[src/rtl/game_ctrl_if.sv]
// Button and display bus between the quiz controller and its neighbours:
// debounced button pulses in, STATE/QUE/DIN/SCORE out to the digit decoders.
interface game_ctrl_if;
  logic       BTN_START;
  logic       BTN_NEXT;
  logic       BTN_ENTER;
  logic [3:0] STATE;
  logic [3:0] QUE;
  logic [3:0] DIN;
  logic [3:0] SCORE;

  modport master (
    output BTN_START, BTN_NEXT, BTN_ENTER,
    input  STATE, QUE, DIN, SCORE
  );

  modport slave (
    input  BTN_START, BTN_NEXT, BTN_ENTER,
    output STATE, QUE, DIN, SCORE
  );
endinterface

[src/rtl/game_ctrl.sv]
// Factorization quiz controller: READY/QUESTION/INPUT/GOOD/WRONG sequencing, question
// draw, answer judgement and saturating score. Optional macro TIMEOUT_EN adds an INPUT timeout.
module game_ctrl #(
  parameter int unsigned QUE_TIME   = 50_000_000,
  parameter int unsigned RES_TIME   = 50_000_000,
  parameter int unsigned INPUT_TIME = 500_000_000
) (
  input  logic       CLK,
  input  logic       RST,
  game_ctrl_if.slave bus
);
  localparam int unsigned MAX_TIME =
    (QUE_TIME > RES_TIME) ? ((QUE_TIME > INPUT_TIME) ? QUE_TIME : INPUT_TIME)
                          : ((RES_TIME > INPUT_TIME) ? RES_TIME : INPUT_TIME);
  localparam int unsigned TMR_CLOG = $clog2(MAX_TIME);
  localparam int unsigned TMR_W    = (TMR_CLOG < 1) ? 1 : TMR_CLOG;

  localparam logic [TMR_W-1:0] QUE_LAST = TMR_W'(QUE_TIME - 1);
  localparam logic [TMR_W-1:0] RES_LAST = TMR_W'(RES_TIME - 1);
`ifdef TIMEOUT_EN
  localparam logic [TMR_W-1:0] INPUT_LAST = TMR_W'(INPUT_TIME - 1);
`endif

  typedef enum logic [3:0] {
    ST_READY    = 4'b0010,
    ST_QUESTION = 4'b0011,
    ST_INPUT    = 4'b0100,
    ST_WRONG    = 4'b0111,
    ST_GOOD     = 4'b1000
  } state_t;

  state_t           state_q, state_d;
  logic [3:0]       que_q, que_d;
  logic [3:0]       din_q, din_d;
  logic [3:0]       score_q, score_d;
  logic [TMR_W-1:0] timer_q, timer_d;
  logic [2:0]       rng_q, rng_d;
  logic             enter_ok;
  logic             correct;

  // Candidate factor shown for each selectable index; index 0 means nothing selected.
  function automatic logic [3:0] cand_of(input logic [3:0] idx);
    logic [3:0] c;
    case (idx)
      4'd1:    c = 4'd2;
      4'd2:    c = 4'd3;
      4'd3:    c = 4'd5;
      4'd4:    c = 4'd7;
      4'd5:    c = 4'd1;
      4'd6:    c = 4'd3;
      4'd7:    c = 4'd7;
      4'd8:    c = 4'd9;
      4'd9:    c = 4'd3;
      default: c = 4'd1;
    endcase
    return c;
  endfunction

  // A factor of 1 is trivial and never counts as a correct answer.
  function automatic logic judge(input logic [3:0] que, input logic [3:0] idx);
    logic [3:0] c;
    c = cand_of(idx);
    return (c != 4'd1) && ((que % c) == 4'd0);
  endfunction

  function automatic logic [3:0] next_idx(input logic [3:0] idx);
    return (idx >= 4'd9) ? 4'd1 : idx + 4'd1;
  endfunction

  function automatic logic [3:0] sat_inc(input logic [3:0] s);
    return (s >= 4'd9) ? 4'd9 : s + 4'd1;
  endfunction

  always_comb begin
    state_d  = state_q;
    que_d    = que_q;
    din_d    = din_q;
    score_d  = score_q;
    timer_d  = timer_q;
    rng_d    = rng_q + 3'd1;
    enter_ok = bus.BTN_ENTER && (din_q != 4'd0);
    correct  = judge(que_q, din_q);

    case (state_q)
      ST_READY: begin
        if (bus.BTN_START) begin
          que_d   = {1'b0, rng_q} + 4'd2;
          timer_d = '0;
          state_d = ST_QUESTION;
        end
      end

      ST_QUESTION: begin
        if (timer_q == QUE_LAST) begin
          state_d = ST_INPUT;
          din_d   = 4'd0;
          timer_d = '0;
        end else begin
          timer_d = timer_q + 1'b1;
        end
      end

      ST_INPUT: begin
        if (enter_ok) begin
          state_d = correct ? ST_GOOD : ST_WRONG;
          timer_d = '0;
          if (correct) score_d = sat_inc(score_q);
        end
`ifdef TIMEOUT_EN
        else if (timer_q == INPUT_LAST) begin
          state_d = ST_WRONG;
          timer_d = '0;
        end
`endif
        else begin
          // ENTER held together with NEXT suppresses the step even when DIN is 0.
          if (bus.BTN_NEXT && !bus.BTN_ENTER) din_d = next_idx(din_q);
`ifdef TIMEOUT_EN
          timer_d = timer_q + 1'b1;
`endif
        end
      end

      ST_GOOD, ST_WRONG: begin
        if (timer_q == RES_LAST) begin
          state_d = ST_READY;
          din_d   = 4'd0;
          timer_d = '0;
        end else begin
          timer_d = timer_q + 1'b1;
        end
      end

      default: begin
        state_d = ST_READY;
        timer_d = '0;
      end
    endcase
  end

  always_ff @(posedge CLK) begin
    if (RST) begin
      state_q <= ST_READY;
      que_q   <= 4'd0;
      din_q   <= 4'd0;
      score_q <= 4'd0;
      timer_q <= '0;
      rng_q   <= 3'd0;
    end else begin
      state_q <= state_d;
      que_q   <= que_d;
      din_q   <= din_d;
      score_q <= score_d;
      timer_q <= timer_d;
      rng_q   <= rng_d;
    end
  end

  assign bus.STATE = state_q;
  assign bus.QUE   = que_q;
  assign bus.DIN   = din_q;
  assign bus.SCORE = score_q;

endmodule

[src/flat_wrapper.sv]
// flat-port wrapper written by rule: the top's interface ports become plain ports
module game_ctrl_flat 
#(
  parameter int unsigned QUE_TIME   = 50_000_000,
  parameter int unsigned RES_TIME   = 50_000_000,
  parameter int unsigned INPUT_TIME = 500_000_000
)
  (CLK, RST, bus_BTN_START, bus_BTN_NEXT, bus_BTN_ENTER, bus_STATE, bus_QUE, bus_DIN, bus_SCORE);
  game_ctrl_if bus_i ();
  input  logic CLK;
  input  logic RST;
  input wire logic [$bits(bus_i.BTN_START)-1:0] bus_BTN_START;
  input wire logic [$bits(bus_i.BTN_NEXT)-1:0] bus_BTN_NEXT;
  input wire logic [$bits(bus_i.BTN_ENTER)-1:0] bus_BTN_ENTER;
  output wire logic [$bits(bus_i.STATE)-1:0] bus_STATE;
  output wire logic [$bits(bus_i.QUE)-1:0] bus_QUE;
  output wire logic [$bits(bus_i.DIN)-1:0] bus_DIN;
  output wire logic [$bits(bus_i.SCORE)-1:0] bus_SCORE;
  assign bus_i.BTN_START = bus_BTN_START;
  assign bus_i.BTN_NEXT = bus_BTN_NEXT;
  assign bus_i.BTN_ENTER = bus_BTN_ENTER;
  assign bus_STATE = bus_i.STATE;
  assign bus_QUE = bus_i.QUE;
  assign bus_DIN = bus_i.DIN;
  assign bus_SCORE = bus_i.SCORE;
  game_ctrl #(.QUE_TIME(QUE_TIME), .RES_TIME(RES_TIME), .INPUT_TIME(INPUT_TIME)) u_core (.CLK(CLK), .RST(RST), .bus(bus_i));
endmodule
[config.mk]
export PLATFORM = sky130hd
export DESIGN_NAME = game_ctrl_flat
export DESIGN_NICKNAME = d
export VERILOG_FILES = /design/src/rtl/game_ctrl_if.sv /design/src/rtl/game_ctrl.sv /design/src/flat_wrapper.sv
export SDC_FILE = /design/constraint.sdc
export NUM_CORES = 1
export LEC_CHECK = 0
export BUFFER_PORTS_ARGS = -buffer_cell sky130_fd_sc_hd__clkbuf_2
export CAP_MARGIN = 0
export CORE_MARGIN = 8
export CORE_UTILIZATION = 54
export DETAILED_ROUTE_END_ITERATION = 10
export PLACE_DENSITY = 0.75
export SKIP_CTS_REPAIR_TIMING = 1
export SLEW_MARGIN = 15
export SYNTH_ARGS = -nofsm -noshare
export SYNTH_HDL_FRONTEND = slang
export SYNTH_SLANG_ARGS = --single-unit
[constraint.sdc]
create_clock -name CLK -period 4.6 [get_ports CLK]
set_input_delay 0.46 -clock CLK [delete_from_list [all_inputs] [get_ports CLK]]
set_output_delay 0.46 -clock CLK [all_outputs]
set_load 0.1 [all_outputs]
==> flow_summary.json <==
{
  "yosys_register_bits": 52,
  "syn-mean-instance-area_um2": 8.70,
  "ys_top_cells_by_count": "52 x dfxtp_1, 47 x nor2_1, 23 x ha_1, 23 x xor2_1, 22 x nand2_1",
  "initial_utilization_pct": 55.8,
  "grt_max_degree": 30,
  "first_pass_iters": 4,
  "antenna_found_initial": 0,
  "synth_cells": 351,
  "ant_nets": 0,
  "wl_per_cell_um": 14.9,
  "synth_edf_count": 0,
  "gp_congestion": 0.872,
  "holdPathStages": 1,
  "reg2reg_slack_ns": -0.12,
  "tightest_slew_ns": 0.964,
  "place_hpwl_mm": 4.91,
  "final_util_pct": 64.1,
  "worstPathMaxFanout": 5,
  "ios": 21,
  "cts_sinks": 52,
  "path_class": "reg -> reg",
  "synth_top_area_share_pct": 34.1,
  "crit_path_cell_trace": "inv_2 > ha_4 > nor4b_4 > a2bb2oi_2 > ha_4 > or3_1 > nand4b_1 > nand2_2 > ha_4 > o211ai_1 > a31oi_2 > mux2i_2 > ha_1 > a21bo_1 > a21o_1 > a211o_1 > a211o_1 > o32a_4 > or4_1 > a21oi_1",
  "h-tree-depth": 2,
  "synth_top_cell_by_area": "dfxtp_1",
  "min_to": "u_core.rng_q[0]",
  "drt_drc_violations_left": 0,
  "synth_area_mm2": 0.00305,
  "die-area_mm2": 0.00832,
  "highest_layer": "met4",
  "pre_cts_slack_ns": -0.138,
  "setup_ws_ns": -0.123,
  "synth_warnings": 0,
  "route.met2.wl_mm": 3.33,
  "clock_path_buffers": 2,
  "yosysUniqueCellTypes": 60,
  "synth-seq-area-share_pct": 34.1,
  "pwr-share-seq_pct": 37.1,
  "violations": "setup timing",
  "cts_tree": "yes",
  "fmax_mhz": 212,
  "p_int_uw": 825,
  "clk_pin_slew_ns": 0.10,
  "cp.required_ns": 4.83,
  "slew_headroom_pct": 34.8,
  "final-setup-viol-count": 2,
  "final-hold-violation-count": 0,
  "placed_area_mm2": 0.00330,
  "cp_data_arrival_time_ns": 4.96,
  "post-route-min-period_ns": 4.72,
  "synth-main-ff-cell": "dfxtp_1",
  "r2r.worst_path.cells": 20,
  "grt_pass1_wl_mm": 11.2,
  "core_area_mm2": 0.00547,
  "layout-drive-gt1-share_pct": 19.4,
  "dieWidth_um": 91.2,
  "max_cap_viol_count": 0,
  "critPathCaptureType": "register",
  "synthArstFlopShare_pct": 0,
  "syn-num-nets": 380,
  "area_growth_pct": 14.8,
  "gr-usage-all-layers_pct": 15.8,
  "io_buffer_count": 20,
  "max_stage_delay_ns": 0.48,
  "grt_pass1_vias": 2540,
  "rsz0062_at_grt": "true",
  "wirelength_met1_mm": 3.01,
  "leakagePower_nw": 1.33,
  "fin_area_mm2": 0.00351,
  "start_kind": "register",
  "skew_ns": 0.0116,
  "r2r-end": "u_core.bus.SCORE[2]",
  "antenna-diode-count": 0,
  "yosysMostFrequentCell": "dfxtp_1",
  "slew_viol_final": 0,
  "p_clk_share_pct": 19.5,
  "cts_made_buffers": 5,
  "vias_per_cell": 5.77,
  "die-height_um": 91.2,
  "wl_met3_um": 275,
  "num_vias": 2618,
  "wl_mm": 6.75,
  "drtIter0Drc": 122,
  "p_sw_share_pct": 40.4,
  "status": "finished, violations left",
  "hold_slack_ns": 0.479,
  "period_share_pct": 103,
  "rows": 27,
  "hold_path.class": "reg -> reg",
  "min-delay-start": "u_core.rng_q[0]",
  "grt.overflow.total": 0,
  "synth.top_cells.by_area": "dfxtp_1 34%, ha_1 9.4%, xor2_1 6.6%",
  "nNetsFinal": 410,
  "comb_power_share_pct": 43.3,
  "critical_path.most_common_cell": "ha_4",
  "slowest_stage": "or4_1",
  "clock_latency_ns": 0.31,
  "cts-root-buf": "clkbuf_8",
  "worst_ir_drop_vdd_mv": 0.284,
  "p_switching_uw": 558,
  "powerDensity_mw_per_mm2": 394,
  "tns_ns": -0.203
}
==> per-stage QoR <==
step                instances  total power [mW]
global route              454              1.47
finish                    454              1.38
global placement          441              1.04
CTS                       449              1.33
detailed placement        441              1.06
floorplan                 351             0.961
==> cell type report <==
cell class	count	area [um2]
clock inverters	2	13.8
flip-flops and latches	52	1050
clock buffers	6	82.6
inverters	21	78.8
repair buffers	32	190
multi-input cells	269	2000
fillers	459	1970
well taps	72	90.1
==> power groups by stage <==
stage / Combinational (mW) / Sequential (mW) / Clock, mW
final: 0.599 / 0.513 / 0.270
after global routing: 0.649 / 0.517 / 0.300
after CTS: 0.539 / 0.510 / 0.278
after detailed placement: 0.538 / 0.521 / 0
after global placement: 0.522 / 0.520 / 0
after floorplan: 0.334 / 0.626 / 0
==> layout by cell type (no fill, tap or decap), types with 3 or more instances in the layout <==
cell	count
o21ai_0	11
a21oi_1	13
xnor2_1	7
inv_1	20
buf_4	12
and2_1	3
and4_1	4
nand3_1	14
clkbuf_8	6
or3_1	4
nand2b_1	3
nand2_1	21
and3_1	5
ha_1	19
nor2_1	47
nor4_1	5
nand3b_1	3
a21o_1	3
a211o_1	4
or4b_2	3
nand4_1	10
dfxtp_1	49
ha_4	4
nor3_1	4
nor4b_1	3
or4b_1	3
mux2i_1	6
xor2_1	23
clkbuf_2	20
==> registers in the layout, summed over array words and instances, names as in the netlist, named ones only <==
name              count
u_core.bus.QUE        4
u_core.timer_q       29
u_core.bus.SCORE      4
u_core.bus.STATE      4
u_core.bus.DIN        4
u_core.rng_q          3
==> worst max-delay path: cells and delay by family, from the launching register on <==
kind / cells / cell delay [ns]
buffers and inverters: 1 / 0.07
multiplexers: 1 / 0.29
AO/OA/AOI/OAI: 9 / 1.82
AND/OR/NAND/NOR: 5 / 1.20
adder cells (fa/ha/maj): 4 / 0.92
flip-flops: 1 / 0.33
==> worst max path at each step <==
stage                      startpoint                   to  slack, ns  cells after the start
CTS                          register  u_core.bus.SCORE[2]      -0.15                     20
finish                       register  u_core.bus.SCORE[2]      -0.12                     20
global route                 register  u_core.bus.SCORE[2]      -0.34                     20
floorplan           u_core.bus.QUE[3]  u_core.bus.SCORE[2]      -0.03                     19
global placement             register  u_core.bus.SCORE[2]       0.03                     20
detailed placement           register  u_core.bus.SCORE[2]      -0.14                     20
==> routing by layer <==
layer / GRT usage (%) / up-vias
met5: 0 / -
li1: - / 1321
met3: 3.29 / 15
met2: 26.7 / 60
met4: 6.00 / 0
met1: 19.2 / 1222
==> cells by family (layout without fill, tap and decap cells) <==
family | count (synthesis) | count (layout) | share of synthesized area, %
buffers and inverters | 31 | 61 | 4.22
AOI/OAI and AO/OA | 56 | 57 | 13.2
muxes | 8 | 8 | 2.66
DFF | 52 | 52 | 34.1
adders and majority gates | 24 | 24 | 10.1
xor gates and xnor gates | 30 | 30 | 8.60
and+or+nand+nor | 150 | 150 | 27.2
Note: power is estimated with default switching activity, not from simulation.
